--- src/rtl/fabric_edge_port_if.sv ---
// Shared tile-link types and the host/tile signal bundle of fabric_edge_port.
// The slave modport is the port's own view; master is the harness/host view.
package fabric_edge_port_pkg;
  typedef logic [7:0] t_tile_id;
  typedef logic [4:0] t_fab_ready;

  typedef struct packed {
    logic [31:0] address;
    logic [31:0] data;
    logic        write;
  } t_tile_trans;
endpackage

interface fabric_edge_port_if;
  import fabric_edge_port_pkg::*;

  logic        host_req_valid;
  t_tile_trans host_req;
  logic        host_req_ready;
  logic        out_req_valid;
  t_tile_trans out_req;
  t_fab_ready  in_ready;
  logic        in_req_valid;
  t_tile_trans in_req;
  t_fab_ready  out_ready;
  logic        host_rsp_valid;
  t_tile_trans host_rsp;
  logic        host_rsp_ready;
  logic        rx_overflow;
  logic [15:0] tx_count;
  logic [15:0] rx_count;

  modport slave (
    input  host_req_valid, host_req, in_ready, in_req_valid, in_req, host_rsp_ready,
    output host_req_ready, out_req_valid, out_req, out_ready, host_rsp_valid, host_rsp,
           rx_overflow, tx_count, rx_count
  );

  modport master (
    output host_req_valid, host_req, in_ready, in_req_valid, in_req, host_rsp_ready,
    input  host_req_ready, out_req_valid, out_req, out_ready, host_rsp_valid, host_rsp,
           rx_overflow, tx_count, rx_count
  );
endinterface

--- src/rtl/fabric_edge_port.sv ---
// Mesh edge endpoint: TX FIFO routed dimension-order into the attached tile, RX FIFO toward the host.
// Define EDGE_PORT_STATS_EN to build the saturating tx_count/rx_count statistics.
module fabric_edge_port
  import fabric_edge_port_pkg::*;
#(
  parameter int ATTACH_COL = 1,
  parameter int ATTACH_ROW = 1,
  parameter int FIFO_DEPTH = 4
) (
  input logic               clk,
  input logic               rst,
  fabric_edge_port_if.slave port_if
);

  localparam int AW = $clog2(FIFO_DEPTH);
  typedef logic [AW:0] ptr_t;

  localparam logic [3:0] ACOL        = 4'(ATTACH_COL);
  localparam logic [3:0] AROW        = 4'(ATTACH_ROW);
  localparam ptr_t       RDY_MAX_OCC = ptr_t'(FIFO_DEPTH - 2);

  function automatic logic [2:0] route_dir(input t_tile_id tgt);
    if (tgt[7:4] > ACOL)      return 3'd1;
    else if (tgt[7:4] < ACOL) return 3'd3;
    else if (tgt[3:0] > AROW) return 3'd2;
    else if (tgt[3:0] < AROW) return 3'd0;
    else                      return 3'd4;
  endfunction

  function automatic logic is_full(input ptr_t wr, input ptr_t rd);
    return (wr[AW] != rd[AW]) && (wr[AW-1:0] == rd[AW-1:0]);
  endfunction

  // TX FIFO: host push, pop when the routed direction's ready bit is high
  t_tile_trans tx_mem_q [FIFO_DEPTH];
  ptr_t        tx_wr_q, tx_wr_d, tx_rd_q, tx_rd_d;
  logic        tx_empty, tx_full, tx_push, tx_pop;
  logic [2:0]  tx_dir;
  t_tile_trans tx_head;

  always_comb begin
    tx_empty = (tx_wr_q == tx_rd_q);
    tx_full  = is_full(tx_wr_q, tx_rd_q);
    tx_head  = tx_mem_q[tx_rd_q[AW-1:0]];
    tx_dir   = route_dir(tx_head.address[31:24]);
    tx_push  = port_if.host_req_valid && !tx_full;
    tx_pop   = !tx_empty && port_if.in_ready[tx_dir];
    tx_wr_d  = tx_wr_q + ptr_t'(tx_push);
    tx_rd_d  = tx_rd_q + ptr_t'(tx_pop);
  end

  always_ff @(posedge clk) begin
    if (tx_push) tx_mem_q[tx_wr_q[AW-1:0]] <= port_if.host_req;
  end

  always_ff @(posedge clk or posedge rst) begin
    if (rst) begin
      tx_wr_q <= '0;
      tx_rd_q <= '0;
    end else begin
      tx_wr_q <= tx_wr_d;
      tx_rd_q <= tx_rd_d;
    end
  end

  assign port_if.host_req_ready = !tx_full;
  assign port_if.out_req_valid  = !tx_empty;
  // Head is masked so the link sees zeros while idle, without resetting storage
  assign port_if.out_req        = tx_empty ? '0 : tx_head;

  // RX FIFO: tile valids cannot stall, so a full FIFO drops and flags overflow
  t_tile_trans rx_mem_q [FIFO_DEPTH];
  ptr_t        rx_wr_q, rx_wr_d, rx_rd_q, rx_rd_d, rx_occ_d;
  logic        rx_empty, rx_full, rx_push, rx_pop, rx_drop;
  t_fab_ready  out_ready_q, out_ready_d;
  logic        rx_ovf_q, rx_ovf_d;

  always_comb begin
    rx_empty    = (rx_wr_q == rx_rd_q);
    rx_full     = is_full(rx_wr_q, rx_rd_q);
    rx_push     = port_if.in_req_valid && !rx_full;
    rx_drop     = port_if.in_req_valid && rx_full;
    rx_pop      = !rx_empty && port_if.host_rsp_ready;
    rx_wr_d     = rx_wr_q + ptr_t'(rx_push);
    rx_rd_d     = rx_rd_q + ptr_t'(rx_pop);
    rx_occ_d    = rx_wr_d - rx_rd_d;
    out_ready_d = (rx_occ_d <= RDY_MAX_OCC) ? '1 : '0;
    rx_ovf_d    = rx_ovf_q | rx_drop;
  end

  always_ff @(posedge clk) begin
    if (rx_push) rx_mem_q[rx_wr_q[AW-1:0]] <= port_if.in_req;
  end

  always_ff @(posedge clk or posedge rst) begin
    if (rst) begin
      rx_wr_q     <= '0;
      rx_rd_q     <= '0;
      out_ready_q <= '1;
      rx_ovf_q    <= 1'b0;
    end else begin
      rx_wr_q     <= rx_wr_d;
      rx_rd_q     <= rx_rd_d;
      out_ready_q <= out_ready_d;
      rx_ovf_q    <= rx_ovf_d;
    end
  end

  assign port_if.out_ready      = out_ready_q;
  assign port_if.host_rsp_valid = !rx_empty;
  assign port_if.host_rsp       = rx_empty ? '0 : rx_mem_q[rx_rd_q[AW-1:0]];
  assign port_if.rx_overflow    = rx_ovf_q;

`ifdef EDGE_PORT_STATS_EN
  function automatic logic [15:0] sat_inc(input logic [15:0] v);
    return (v == 16'hFFFF) ? v : v + 16'd1;
  endfunction

  logic [15:0] tx_cnt_q, tx_cnt_d, rx_cnt_q, rx_cnt_d;

  always_comb begin
    tx_cnt_d = tx_pop  ? sat_inc(tx_cnt_q) : tx_cnt_q;
    rx_cnt_d = rx_push ? sat_inc(rx_cnt_q) : rx_cnt_q;
  end

  always_ff @(posedge clk or posedge rst) begin
    if (rst) begin
      tx_cnt_q <= '0;
      rx_cnt_q <= '0;
    end else begin
      tx_cnt_q <= tx_cnt_d;
      rx_cnt_q <= rx_cnt_d;
    end
  end

  assign port_if.tx_count = tx_cnt_q;
  assign port_if.rx_count = rx_cnt_q;
`else
  assign port_if.tx_count = '0;
  assign port_if.rx_count = '0;
`endif

endmodule

--- src/flat_wrapper.sv ---
// flat-port wrapper written by rule: the top's interface ports become plain ports
module fabric_edge_port_flat import fabric_edge_port_pkg::*;
#(
  parameter int ATTACH_COL = 1,
  parameter int ATTACH_ROW = 1,
  parameter int FIFO_DEPTH = 4
)
  (clk, rst, port_if_host_req_valid, port_if_host_req, port_if_in_ready, port_if_in_req_valid, port_if_in_req, port_if_host_rsp_ready, port_if_host_req_ready, port_if_out_req_valid, port_if_out_req, port_if_out_ready, port_if_host_rsp_valid, port_if_host_rsp, port_if_rx_overflow, port_if_tx_count, port_if_rx_count);
  fabric_edge_port_if port_if_i ();
  input logic clk;
  input logic rst;
  input wire logic [$bits(port_if_i.host_req_valid)-1:0] port_if_host_req_valid;
  input wire logic [$bits(port_if_i.host_req)-1:0] port_if_host_req;
  input wire logic [$bits(port_if_i.in_ready)-1:0] port_if_in_ready;
  input wire logic [$bits(port_if_i.in_req_valid)-1:0] port_if_in_req_valid;
  input wire logic [$bits(port_if_i.in_req)-1:0] port_if_in_req;
  input wire logic [$bits(port_if_i.host_rsp_ready)-1:0] port_if_host_rsp_ready;
  output wire logic [$bits(port_if_i.host_req_ready)-1:0] port_if_host_req_ready;
  output wire logic [$bits(port_if_i.out_req_valid)-1:0] port_if_out_req_valid;
  output wire logic [$bits(port_if_i.out_req)-1:0] port_if_out_req;
  output wire logic [$bits(port_if_i.out_ready)-1:0] port_if_out_ready;
  output wire logic [$bits(port_if_i.host_rsp_valid)-1:0] port_if_host_rsp_valid;
  output wire logic [$bits(port_if_i.host_rsp)-1:0] port_if_host_rsp;
  output wire logic [$bits(port_if_i.rx_overflow)-1:0] port_if_rx_overflow;
  output wire logic [$bits(port_if_i.tx_count)-1:0] port_if_tx_count;
  output wire logic [$bits(port_if_i.rx_count)-1:0] port_if_rx_count;
  assign port_if_i.host_req_valid = port_if_host_req_valid;
  assign port_if_i.host_req = port_if_host_req;
  assign port_if_i.in_ready = port_if_in_ready;
  assign port_if_i.in_req_valid = port_if_in_req_valid;
  assign port_if_i.in_req = port_if_in_req;
  assign port_if_i.host_rsp_ready = port_if_host_rsp_ready;
  assign port_if_host_req_ready = port_if_i.host_req_ready;
  assign port_if_out_req_valid = port_if_i.out_req_valid;
  assign port_if_out_req = port_if_i.out_req;
  assign port_if_out_ready = port_if_i.out_ready;
  assign port_if_host_rsp_valid = port_if_i.host_rsp_valid;
  assign port_if_host_rsp = port_if_i.host_rsp;
  assign port_if_rx_overflow = port_if_i.rx_overflow;
  assign port_if_tx_count = port_if_i.tx_count;
  assign port_if_rx_count = port_if_i.rx_count;
  fabric_edge_port #(.ATTACH_COL(ATTACH_COL), .ATTACH_ROW(ATTACH_ROW), .FIFO_DEPTH(FIFO_DEPTH)) u_core (.clk(clk), .rst(rst), .port_if(port_if_i));
endmodule
--- config.mk ---
export PLATFORM = sky130hd
export DESIGN_NAME = fabric_edge_port_flat
export DESIGN_NICKNAME = d
export VERILOG_FILES = /design/src/rtl/fabric_edge_port_if.sv /design/src/rtl/fabric_edge_port.sv /design/src/flat_wrapper.sv
export SDC_FILE = /design/constraint.sdc
export NUM_CORES = 1
export LEC_CHECK = 0
export ABC_AREA = 0
export BUFFER_PORTS_ARGS = -buffer_cell sky130_fd_sc_hd__buf_2
export CAP_MARGIN = 30
export CORE_MARGIN = 8
export CORE_UTILIZATION = 50
export CTS_BUF_LIST = sky130_fd_sc_hd__clkbuf_4
export DETAILED_ROUTE_END_ITERATION = 7
export PLACE_DENSITY_LB_ADDON = 0.1
export SKIP_CTS_REPAIR_TIMING = 1
export SLEW_MARGIN = 5
export SYNTH_ARGS = -nofsm -noshare
export SYNTH_HDL_FRONTEND = slang
export SYNTH_SLANG_ARGS = --single-unit
--- constraint.sdc ---
create_clock -name clk -period 8.7 [get_ports clk]
set_clock_uncertainty 0.05 [all_clocks]
set_input_delay 1.74 -clock clk [delete_from_list [all_inputs] [get_ports clk]]
set_output_delay 1.74 -clock clk [all_outputs]
set_load 0.02 [all_outputs]
# Yosys cells after proc, flatten, opt, wreduce, memory -nomap -nowiden
# Memories as Yosys holds them, arrays and structs flattened.
# Cells that the tools add are included.
# op_classes
n_bitwise,1
n_mux,13
reduce_logical,11
n_eq_ne,6
magnitude_cmp,6
addsub,5
# ops
cell,count
$mux W65,2
$add A3 B1 Y3,4
$mux W3,4
$gt A4 B1 Y1 const B,2
$lt A4 B1 Y1 const B,2
$logic_and A1 B1 Y1,7
$eq A3 B3 Y1,2
$mux W1,5
$mux W5,1
$eq A2 B2 Y1,2
$logic_not A1 Y1,4
$lt A3 B4 Y1 const B,1
$bmux W1 S3,1
$le A3 B2 Y1 const B,1
$sub A3 B3 Y3,1
$ne A1 B1 Y1,2
$or A1 B1 Y1,1
# totals
reg_bits,18
mem_bits_rw,520
mem_count,2
output_inout_bits,171
# memory_table
name,words,word_bits,rd,rd_ports_with_merged_regs,write_ports,line_no,source
u_core.rx_mem_q,4,65,1,0,1,fabric_edge_port.sv:72,t_tile_trans rx_mem_q [FIFO_DEPTH];
u_core.tx_mem_q,4,65,1,0,1,fabric_edge_port.sv:35,t_tile_trans tx_mem_q [FIFO_DEPTH];

# Logic depth before layout (Yosys ltp)
# Gate-level depths: netlist of the first run.
# An unclocked memory read counts as a cell.
# depth
ltp_word,10
depth_mapped,11
mapped_depth_nobuf,11

# Least setup slack after synthesis of the first run
# Ideal clock, no wire load.
# synth_timing
kind,input to register
start,input port_if_host_req_valid
end,memory u_core.tx_mem_q[2][0] (netlist bit) (enable)
t_arrival_ps,6616
path_slack_ps,1453
path_stages,2
n_path_buf,0
setup_ps,581
required_ps,8069
cell_sequence,nand2_1 nor3b_1
# synth_via
elab_chain_cells,3
# synth_rtl
element,line_no,source
"start, declared",flat_wrapper.sv:12,input wire logic [$bits(port_if_i.host_req_valid)-1:0] port_if_host_req_valid;
$logic_and A1 B1 Y1,fabric_edge_port.sv:46,tx_push = port_if.host_req_valid && !tx_full;
$mux W1,fabric_edge_port.sv:53,if (tx_push) tx_mem_q[tx_wr_q[AW-1:0]] <= port_if.host_req;
$mux W1 (implied by the code),fabric_edge_port.sv:53,
"end, declared",fabric_edge_port.sv:35,
# No other way between the ends.

# Worst setup path after layout of the first run
# layout_timing
start,register u_core.rx_rd_q[0]
end,output port_if_host_rsp[1]
# layout_via
elab_chain_cells,2
word_cells_on_any_way,3
# layout_rtl
element,line_no,source
"start, declared",fabric_edge_port.sv:73,"ptr_t rx_wr_q, rx_wr_d, rx_rd_q, rx_rd_d, rx_occ_d;"
"start signal, assigned",fabric_edge_port.sv:103,rx_rd_q <= rx_rd_d;
$mem_v2 Z4 W65 or $eq A3 B3 Y1 (tied branches),n/a,
$mux W65 (*),fabric_edge_port.sv:111,assign port_if.host_rsp = rx_empty ? '0 : rx_mem_q[rx_rd_q[AW-1:0]];
"end, declared",flat_wrapper.sv:23,output wire logic [$bits(port_if_i.host_rsp)-1:0] port_if_host_rsp;
# Mark *: on every way between the ends. The rest lies on a longest branch, timed or not.

==> flow_summary.ini, run 1 <==
[status]
status = completed

[route]
drt_iter0_markers = 601
drcViolationCount = 0
wl_per_cell_um = 21.8
routed_wl_mm = 42.6
first_pass_iters = 5
ant_nets = 0
vias_per_cell = 5.24
num_vias = 10200

[floorplanning]
die_y_um = 219
io_pins = 311
die_area_sq_mm = 0.0480
fp-row-count = 74
core-area_sq_mm = 0.0407
initial_utilization_pct = 50.6
dieWidth_um = 219

[power_and_ir_drop]
ir_worst_vdd_mv = 0.233
finalPower_mw = 9.67
p_leak_nw = 8.73
powerDensity_mw_per_mm2 = 396

[sta]
tightest_slew_ps = 900
finalCritPeriodShare_pct = 61.1
hold_viol = 0
setup_viol = 0
fin_ws_ps = 3380
maxSlewViolCount = 0
whs_ps = 434
tns_ps = 0
fmax_mhz = 188
rsz0062_at_grt = false
relSlewSlack_pct = 39.7
fin_crit_ps = 5320

[cts]
numCtsBuffers = 140
cts_buffer_depth = 3
clockRootBuffer = clkbuf_4
clkLatencyLatePin_ps = 770
path_clk_slew_ps = 60
cts_sinks = 534
h-tree-depth = 4
cts_tree = yes

[setup_path]
cp_cell_sequence = xnor2_1, nand2_1, nor2_4, buf_4, nor2b_1, buf_2
r2r_slack_ps = 4670
r2r-start = u_core.rx_rd_q[0]
arrival_ps = 3530
cp_slowest_cell = dfrtp_4
worstPathRequired_ps = 6910
cpPeakStageDelay_ps = 950
critical_path.endpoint_type = output pin
path_buf_inv = 2
reg2reg_depth = 11
crit_start = u_core.rx_rd_q[0]
path_max_fanout = 42
r2r-end = u_core.port_if.out_ready[3]
critPathKind = flop to output pin
worstSetupStartpointType = flop
critPathTopFamily = flip-flops

[placed_design]
gp_congestion = 0.689
pre_cts_ws_ps = 4090
io_buffers = 278
place_hpwl_mm = 26.1
place_area_sq_mm = 0.0226

[layout]
syn_to_final_growth_pct = 18.3
fin_area_sq_mm = 0.0244
fin_nets = 1469
multiInputGateArea_sq_mm = 0.00434
fillers = 3097
final_layout_size_suffix_gt1_share_pct = 47.1
seq_area_sq_mm = 0.0160

[logic_synthesis]
yosys_warnings = 0
synthCells = 927
postSynthAreaPerCell_sq_um = 22.2
synth_cell_types = 30
syn-cell-area_sq_mm = 0.0206
synth_ff_type = edfxtp_1
synth_edf_count = 520
ys_seq_elements = 534
synth.yosys.seq_area_share_pct = 77.4
synth-async-reset-ratio_pct = 2.62

[global_route]
grt_max_degree = 67
first_global_vias = 11100
antenna_found_initial = 14
grt_overflow = 0
grt_first_pass_wirelength_mm = 63.7
grt_usage_pct = 17.6

[hold_path]
min_from = u_core.tx_rd_q[2]
min_path_type = flop to flop
hold_end = u_core.tx_rd_q[2]
whs_path_depth = 1

[job]
cap_violations = 0
[worst reg2reg max path: stages, from the launching register on]
cell and delay, ps:
dfrtp_4 950, xnor2_1 280, nand2_1 140, nor2_4 530, buf_4 550, nor2b_1 120
ha_1 200, ha_1 310, fa_1 440, xnor2_1 210, xnor2_1 140, nor2_1 60
[registers in the layout, summed over array words and instances (netlist names)]
| register | flops |
|---|---|
| u_core.port_if.rx_overflow | 1 |
| u_core.tx_mem_q | 260 |
| u_core.rx_rd_q | 3 |
| u_core.rx_mem_q | 260 |
| u_core.tx_rd_q | 3 |
| u_core.tx_wr_q | 3 |
| u_core.port_if.out_ready | 1 |
| u_core.rx_wr_q | 3 |
[through the flow]
| stage | utilization, % | instances |
|---|---|---|
| after floorplan | - | 958 |
| after global placement | 55.2 | 1703 |
| after detailed placement | 55.5 | 1708 |
| after CTS | 59.8 | 1942 |
| after global routing | 59.9 | 1946 |
| final | 59.9 | 1951 |
[cells in the mapped netlist (4+ instances only)]
master / n / area share [%]
and2_1: 65 / 2.0
buf_1: 6 / 0.11
buf_2: 14 / 0.34
buf_4: 37 / 1.3
clkbuf_1: 20 / 0.36
dfrtp_1: 13 / 1.6
edfxtp_1: 520 / 76
ha_1: 9 / 0.55
inv_1: 6 / 0.11
mux4_2: 129 / 14
nor2b_1: 66 / 2.0
nor3b_1: 4 / 0.15
xnor2_1: 6 / 0.25
xor2_1: 6 / 0.25
[final cells by class]
cell class	instances	share of cell area, %
Sequential cell	534	65.5
Antenna cell	8	0.0821
Timing Repair Buffer	297	6.66
Inverter	6	0.0923
Clock buffer	216	6.65
Tap cell	532	2.73
Clock inverter	18	0.497
Multi-Input combinational cell	340	17.8
[how the worst max path moves through the flow]
stage / to / cells after the start / slack (ps)
after floorplan: u_core.tx_mem_q[2][0] / 2 / 1450
after global placement: port_if_out_req[61] / 4 / 4120
after detailed placement: port_if_host_rsp[1] / 6 / 4090
after CTS: port_if_host_rsp[1] / 6 / 3200
after global routing: port_if_host_rsp[42] / 6 / 3010
final: port_if_host_rsp[1] / 6 / 3380
[cell usage in the layout (no fill, tap or decap), drive strengths merged, types with 4 or more instances in the layout]
cell type	count
inv	10
dfrtp	13
buf	297
conb	32
clkinv	12
ha	9
xnor2	6
and2	65
diode	8
clkbuf	216
mux4	130
nor3b	4
xor2	6
edfxtp	520
nor2b	66
[cells by family (layout without fill, tap and decap cells)]
group / after synthesis / count (layout) / share of synthesized area (%)
mux: 133 / 133 / 14.4
other cells: 1 / 40 / 0.0182
buf+inv: 84 / 537 / 2.32
xor+xnor: 12 / 12 / 0.510
fa+ha+maj: 10 / 10 / 0.643
flops: 534 / 534 / 77.4
compound gates: 2 / 2 / 0.0910
simple gates: 151 / 151 / 4.61
[routing by layer]
layer	vias up	global-route usage (%)	part of all wire, %
met4	16	6.65	1.7
li1	4570	-	-
met2	323	28.1	50
met3	68	6.55	7.7
met1	5242	21.8	41
met5	-	0	0.25
[report_power, final]
| part | switching [mW] | total (mW) | internal (mW) | leakage (nW) |
|---|---|---|---|---|
| Sequential | 0.228 | 3.72 | 3.49 | 4.92 |
| Combinational | 2.32 | 3.86 | 1.53 | 2.75 |
| Clock | 0.918 | 2.09 | 1.17 | 1.06 |
Note: power is estimated with default switching activity, not from simulation.
==> inputs of run 2 (changes only) <==
--- a/config.mk
+++ b/config.mk
@@ -5,7 +5,7 @@
 export SDC_FILE = /design/constraint.sdc
 export NUM_CORES = 1
 export LEC_CHECK = 0
-export ABC_AREA = 0
+export ABC_AREA = 1
 export BUFFER_PORTS_ARGS = -buffer_cell sky130_fd_sc_hd__buf_2
 export CAP_MARGIN = 30
 export CORE_MARGIN = 8
==> constraint.sdc (replaced) <==
create_clock -name clk -period 4.7 [get_ports clk]
set_clock_uncertainty 0.05 [all_clocks]
set_input_delay 0.94 -clock clk [delete_from_list [all_inputs] [get_ports clk]]
set_output_delay 0.94 -clock clk [all_outputs]
set_load 0.02 [all_outputs]
==> run 2 against run 1 <==
Final cell count grew 37%. Core utilization shrank 1.4 points. Synthesized area grew 4.4%. Worst setup slack lost 3000 ps. Clock power grew 84%. Highest routed layer unchanged.
==> flow_summary.ini, run 2 <==
[status]
status = completed

[global_route]
first_global_vias = 14000
grt_overflow = 0
grt_first_pass_wirelength_mm = 75.3
grt_max_degree = 105
grt_usage_pct = 19.4
antenna_found_initial = 14

[logic_synthesis]
synth_cell_types = 33
synth_top_cell_by_area = edfxtp_1
synth.yosys.seq_area_share_pct = 74.2
ys_top_cells_by_count = 520 x edfxtp_1, 318 x nor2_1, 194 x nand2_1, 177 x o21ai_0, 147 x inv_1
ys_seq_elements = 534
synth_edf_count = 520
syn-cell-area_sq_mm = 0.0215
synth_ff_type = edfxtp_1
postSynthAreaPerCell_sq_um = 12.7
synth.most_common_cell = edfxtp_1
yosys_warnings = 0
synth.top_cells.by_area = edfxtp_1 73%, nor2_1 5.5%, o21ai_0 4.1%
synth_top_area_share_pct = 72.6
synthCells = 1694
synth-async-reset-ratio_pct = 2.62

[layout]
layout_common_cells = 520 x edfxtp_1, 318 x nor2_1, 278 x buf_2
fin_nets = 2188
syn_to_final_growth_pct = 16.3
final_layout_size_suffix_gt1_share_pct = 25.5
layout.cells.most_common = edfxtp_1
fin_area_sq_mm = 0.0250

[setup_path]
critical_path.endpoint_type = output pin
r2r-end = u_core.port_if.out_ready[3]
path_buf_inv = 4
arrival_ps = 3290
worstSetupStartpointType = flop
critPathKind = flop to output pin
cp_slowest_cell = dfrtp_4
r2r_slack_ps = 1520
cp_cell_sequence = clkinv_2, buf_4, o21ai_0, o22ai_1, nand2_1, inv_1, buf_2
r2r-start = u_core.rx_rd_q[1]
cpPeakStageDelay_ps = 750
cp_num_cells = 7
reg2reg_depth = 11
path_max_fanout = 72
critPathTopFamily = buffers and inverters
worstPathRequired_ps = 3710

[floorplanning]
dieWidth_um = 223
die_y_um = 223
die_area_sq_mm = 0.0499
io_pins = 311
initial_utilization_pct = 50.3
core-area_sq_mm = 0.0428
fp-row-count = 76

[job]
cap_violations = 0

[placed_design]
io_buffers = 278
gp_congestion = 0.736
place_hpwl_mm = 27.7
place_area_sq_mm = 0.0233

[cts]
path_clk_slew_ps = 60
clockRootBuffer = clkbuf_4
numCtsBuffers = 139
cts_buffer_depth = 3
h-tree-depth = 4
cts_tree = yes
clkLatencyLatePin_ps = 910
cts_sinks = 534

[route]
wl_met2_mm = 24.0
first_pass_iters = 5
wl_per_cell_um = 18.2
met3_length_mm = 3.50
num_vias = 13900
ant_nets = 0
drt_iter0_markers = 979
drcViolationCount = 0
routed_wl_mm = 48.6
top_layer_used = met5
vias_per_cell = 5.21
wl_met1_mm = 20.1

[sta]
fin_crit_ps = 4280
finalCritPeriodShare_pct = 91.1
fmax_mhz = 233
setup_viol = 0
tns_ps = 0
rsz0062_at_grt = false
maxSlewViolCount = 0
relSlewSlack_pct = 44.9
tightest_slew_ps = 826
hold_viol = 0

[hold_path]
whs_path_depth = 1
min_path_type = primary input to flop
min_from = port_if_host_req[10]
hold_end = u_core.tx_mem_q[0][10]

[power_and_ir_drop]
p_leak_nw = 10.1
ir_worst_vdd_mv = 0.472
powerDensity_mw_per_mm2 = 752
run 2: worst max path at each step:
stage | from | endpoint | slack [ps]
floorplan | port_if_host_req_valid | u_core.tx_mem_q[2][0] | -1390
global placement | u_core.tx_rd_q[0] | port_if_out_req[21] | 1290
detailed placement | u_core.tx_rd_q[0] | port_if_out_req[21] | 1260
CTS | u_core.tx_rd_q[0] | port_if_out_req[21] | 210
global route | u_core.tx_rd_q[0] | port_if_out_req[59] | 70
finish | u_core.tx_rd_q[0] | port_if_out_req[20] | 420
run 2: kinds of logic (layout without fill, tap and decap cells):
group                      after synthesis  count (layout)  share of synthesized area (%)
AOI/OAI and AO/OA                      307             307                           8.65
adders and majority gates               10              10                          0.616
DFF                                    534             534                           74.2
buffers and inverters                  283             681                           6.23
other                                    1              41                         0.0174
and+or+nand+nor                        548             548                           9.82
xor gates and xnor gates                11              11                          0.448
run 2: metal layers:
layer / up-vias / global-route usage (%)
li1: 6667 / -
met1: 6752 / 23.5
met2: 425 / 31.5
met3: 84 / 6.62
met4: 14 / 7.94
met5: - / 0
run 2: report_power, final:
group	leakage, nW	internal [mW]	switching, mW	total [mW]
combinational	4.12	2.41	5.66	8.07
clock	1.02	2.08	1.75	3.84
sequential	4.92	6.43	0.488	6.92
total	10.1	10.9	7.90	18.8
run 2: per-stage QoR:
stage	hold WS, ps	util (%)	setup WS, ps	total power, mW	std cells
after CTS	-55.4	58.3	206	19.1	2667
final	176	58.5	417	18.8	2678
after floorplan	409	-	-1390	12.6	1725
after detailed placement	412	54.4	1260	15.2	2441
after global placement	406	54.2	1290	15.1	2437
after global routing	44.6	58.5	75.0	20.2	2676
run 2: final cells by class:
cell class | count | area (sq um)
Timing Repair Buffer | 306 | 1740
Sequential cell | 534 | 16000
Inverter | 149 | 562
Fill cell | 3614 | 17800
Antenna cell | 9 | 22.5
Clock buffer | 206 | 1550
Multi-Input combinational cell | 908 | 4370
Tap cell | 546 | 683
Clock inverter | 20 | 129
==> inputs of run 3 (changes only) <==
--- a/config.mk
+++ b/config.mk
@@ -9,7 +9,7 @@
 export BUFFER_PORTS_ARGS = -buffer_cell sky130_fd_sc_hd__buf_2
 export CAP_MARGIN = 30
 export CORE_MARGIN = 8
-export CORE_UTILIZATION = 50
+export CORE_UTILIZATION = 25
 export CTS_BUF_LIST = sky130_fd_sc_hd__clkbuf_4
 export DETAILED_ROUTE_END_ITERATION = 7
 export PLACE_DENSITY_LB_ADDON = 0.1
==> constraint.sdc (replaced) <==
create_clock -name clk -period 3.7 [get_ports clk]
set_clock_uncertainty 0.05 [all_clocks]
set_input_delay 0.74 -clock clk [delete_from_list [all_inputs] [get_ports clk]]
set_output_delay 0.74 -clock clk [all_outputs]
set_load 0.02 [all_outputs]
==> run 3 against run 2 <==
Power grew 37%. Critical endpoint is now port_if_out_req[60]. Highest routed layer unchanged. Sequential share of layout area fell by 6.3 points. Worst hold slack worse by 29 ps. Routed wire length rose by 32%. Combinational power increased by 49%. Sequential power is 24% higher. Critical path type unchanged.
==> flow_summary.ini, run 3 (synthesis results as in run 2) <==
[setup_path]
r2r_slack_ps = 860
cp_slowest_cell = dfrtp_4
cp_num_cells = 8
critical_path.endpoint_type = output pin
path_max_fanout = 19
cp_cell_sequence = inv_4, nand2_1, a21oi_4, nand2_8, buf_6, nand3_1, inv_1, buf_2
reg2reg_depth = 11
critPathTopFamily = flip-flops
r2r-end = u_core.port_if.out_ready[3]
path_buf_inv = 4
critPathKind = flop to output pin
worstPathRequired_ps = 2910
cpPeakStageDelay_ps = 560
arrival_ps = 2690
crit_start = u_core.tx_rd_q[0]
worstSetupStartpointType = flop
r2r-start = u_core.rx_rd_q[1]

[cts]
path_clk_slew_ps = 70
h-tree-depth = 4
cts_buffer_depth = 3
numCtsBuffers = 157
clockRootBuffer = clkbuf_4
cts_tree = yes
clkLatencyLatePin_ps = 940
cts_sinks = 534

[sta]
fmax_mhz = 287
hold_viol = 0
maxSlewViolCount = 0
tightest_slew_ps = 758
rsz0062_at_grt = true
fin_crit_ps = 3480
setup_viol = 0
whs_ps = 147
finalCritPeriodShare_pct = 94.0
fin_ws_ps = 221
relSlewSlack_pct = 49.3

[floorplanning]
fp-row-count = 107
die_y_um = 309
initial_utilization_pct = 25.2
io_pins = 311
die_area_sq_mm = 0.0957
dieWidth_um = 309
core-area_sq_mm = 0.0853

[global_route]
grt_overflow = 0
first_global_vias = 15100
grt_max_degree = 107
antenna_found_initial = 17
grt_first_pass_wirelength_mm = 92.0
grt_usage_pct = 12.7

[placed_design]
gp_congestion = 0.687
io_buffers = 278
place_hpwl_mm = 36.7
pre_cts_ws_ps = 665

[route]
ant_nets = 0
routed_wl_mm = 64.4
drcViolationCount = 0
wl_per_cell_um = 18.6
vias_per_cell = 4.28
drt_iter0_markers = 670
first_pass_iters = 4
num_vias = 14800

[layout]
layout.cells.most_common = edfxtp_1
final_core_util_pct = 32.6
fin_nets = 2365
syn_to_final_growth_pct = 29.1
layout_common_cells = 520 x edfxtp_1, 318 x nor2_1, 278 x buf_2
final_layout_size_suffix_gt1_share_pct = 25.6

[status]
status = completed

[hold_path]
hold_end = u_core.rx_rd_q[0]
whs_path_depth = 4
min_from = port_if_host_rsp_ready
min_path_type = primary input to flop

[power_and_ir_drop]
powerDensity_mw_per_mm2 = 928
p_leak_nw = 10.9
ir_worst_vdd_mv = 0.481

[job]
cap_violations = 0
run 3: worst max path at each step:
stage | slack, ps | to
floorplan | -430 | u_core.tx_mem_q[0][0]
global placement | 660 | port_if_out_req[51]
detailed placement | 670 | port_if_out_req[51]
CTS | -510 | port_if_out_req[51]
global route | -60 | port_if_host_rsp[4]
finish | 220 | port_if_out_req[60]
run 3: power by group:
part / internal (mW) / switching, mW / leakage [nW]
logic: 3.68 / 8.30 / 4.92
registers: 8.17 / 0.421 / 4.92
clock network: 2.74 / 2.45 / 1.09
run 3: cell type report:
type	instances	area [sq um]
clock buffers	218	1640
flip-flops and latches	534	16000
inverters	149	577
repair buffers	464	3470
well taps	1144	1430
multi-input cells	909	4490
diodes	11	27.5
fillers	8778	57500
clock inverters	34	161
run 3: through the flow:
stage / power, mW / TNS, ps / std cells / instance area [sq um]
final: 25.8 / 0 / 3463 / 27800
after global routing: 27.8 / -501 / 3460 / 27800
after CTS: 25.7 / -37050 / 3300 / 26000
after detailed placement: 20.3 / 0 / 3048 / 24200
after global placement: 20.3 / 0 / 3048 / 24200
after floorplan: 15.9 / -111680 / 1725 / 21700
run 3: routing by layer:
| layer | vias to the layer above | wire length, um | global-route usage (%) |
|---|---|---|---|
| li1 | 7049 | - | - |
| met5 | - | 34 | 0 |
| met2 | 423 | 31200 | 20.9 |
| met3 | 125 | 4050 | 4.45 |
| met4 | 6 | 1520 | 5.01 |
| met1 | 7219 | 27600 | 15.1 |
run 3: tightest hold or removal path, delay by kind of cell:
family / cells / cell delay, ps
adder cells (fa/ha/maj): 1 / 130
buffers and inverters: 2 / 140
AND/OR/NAND/NOR: 1 / 40
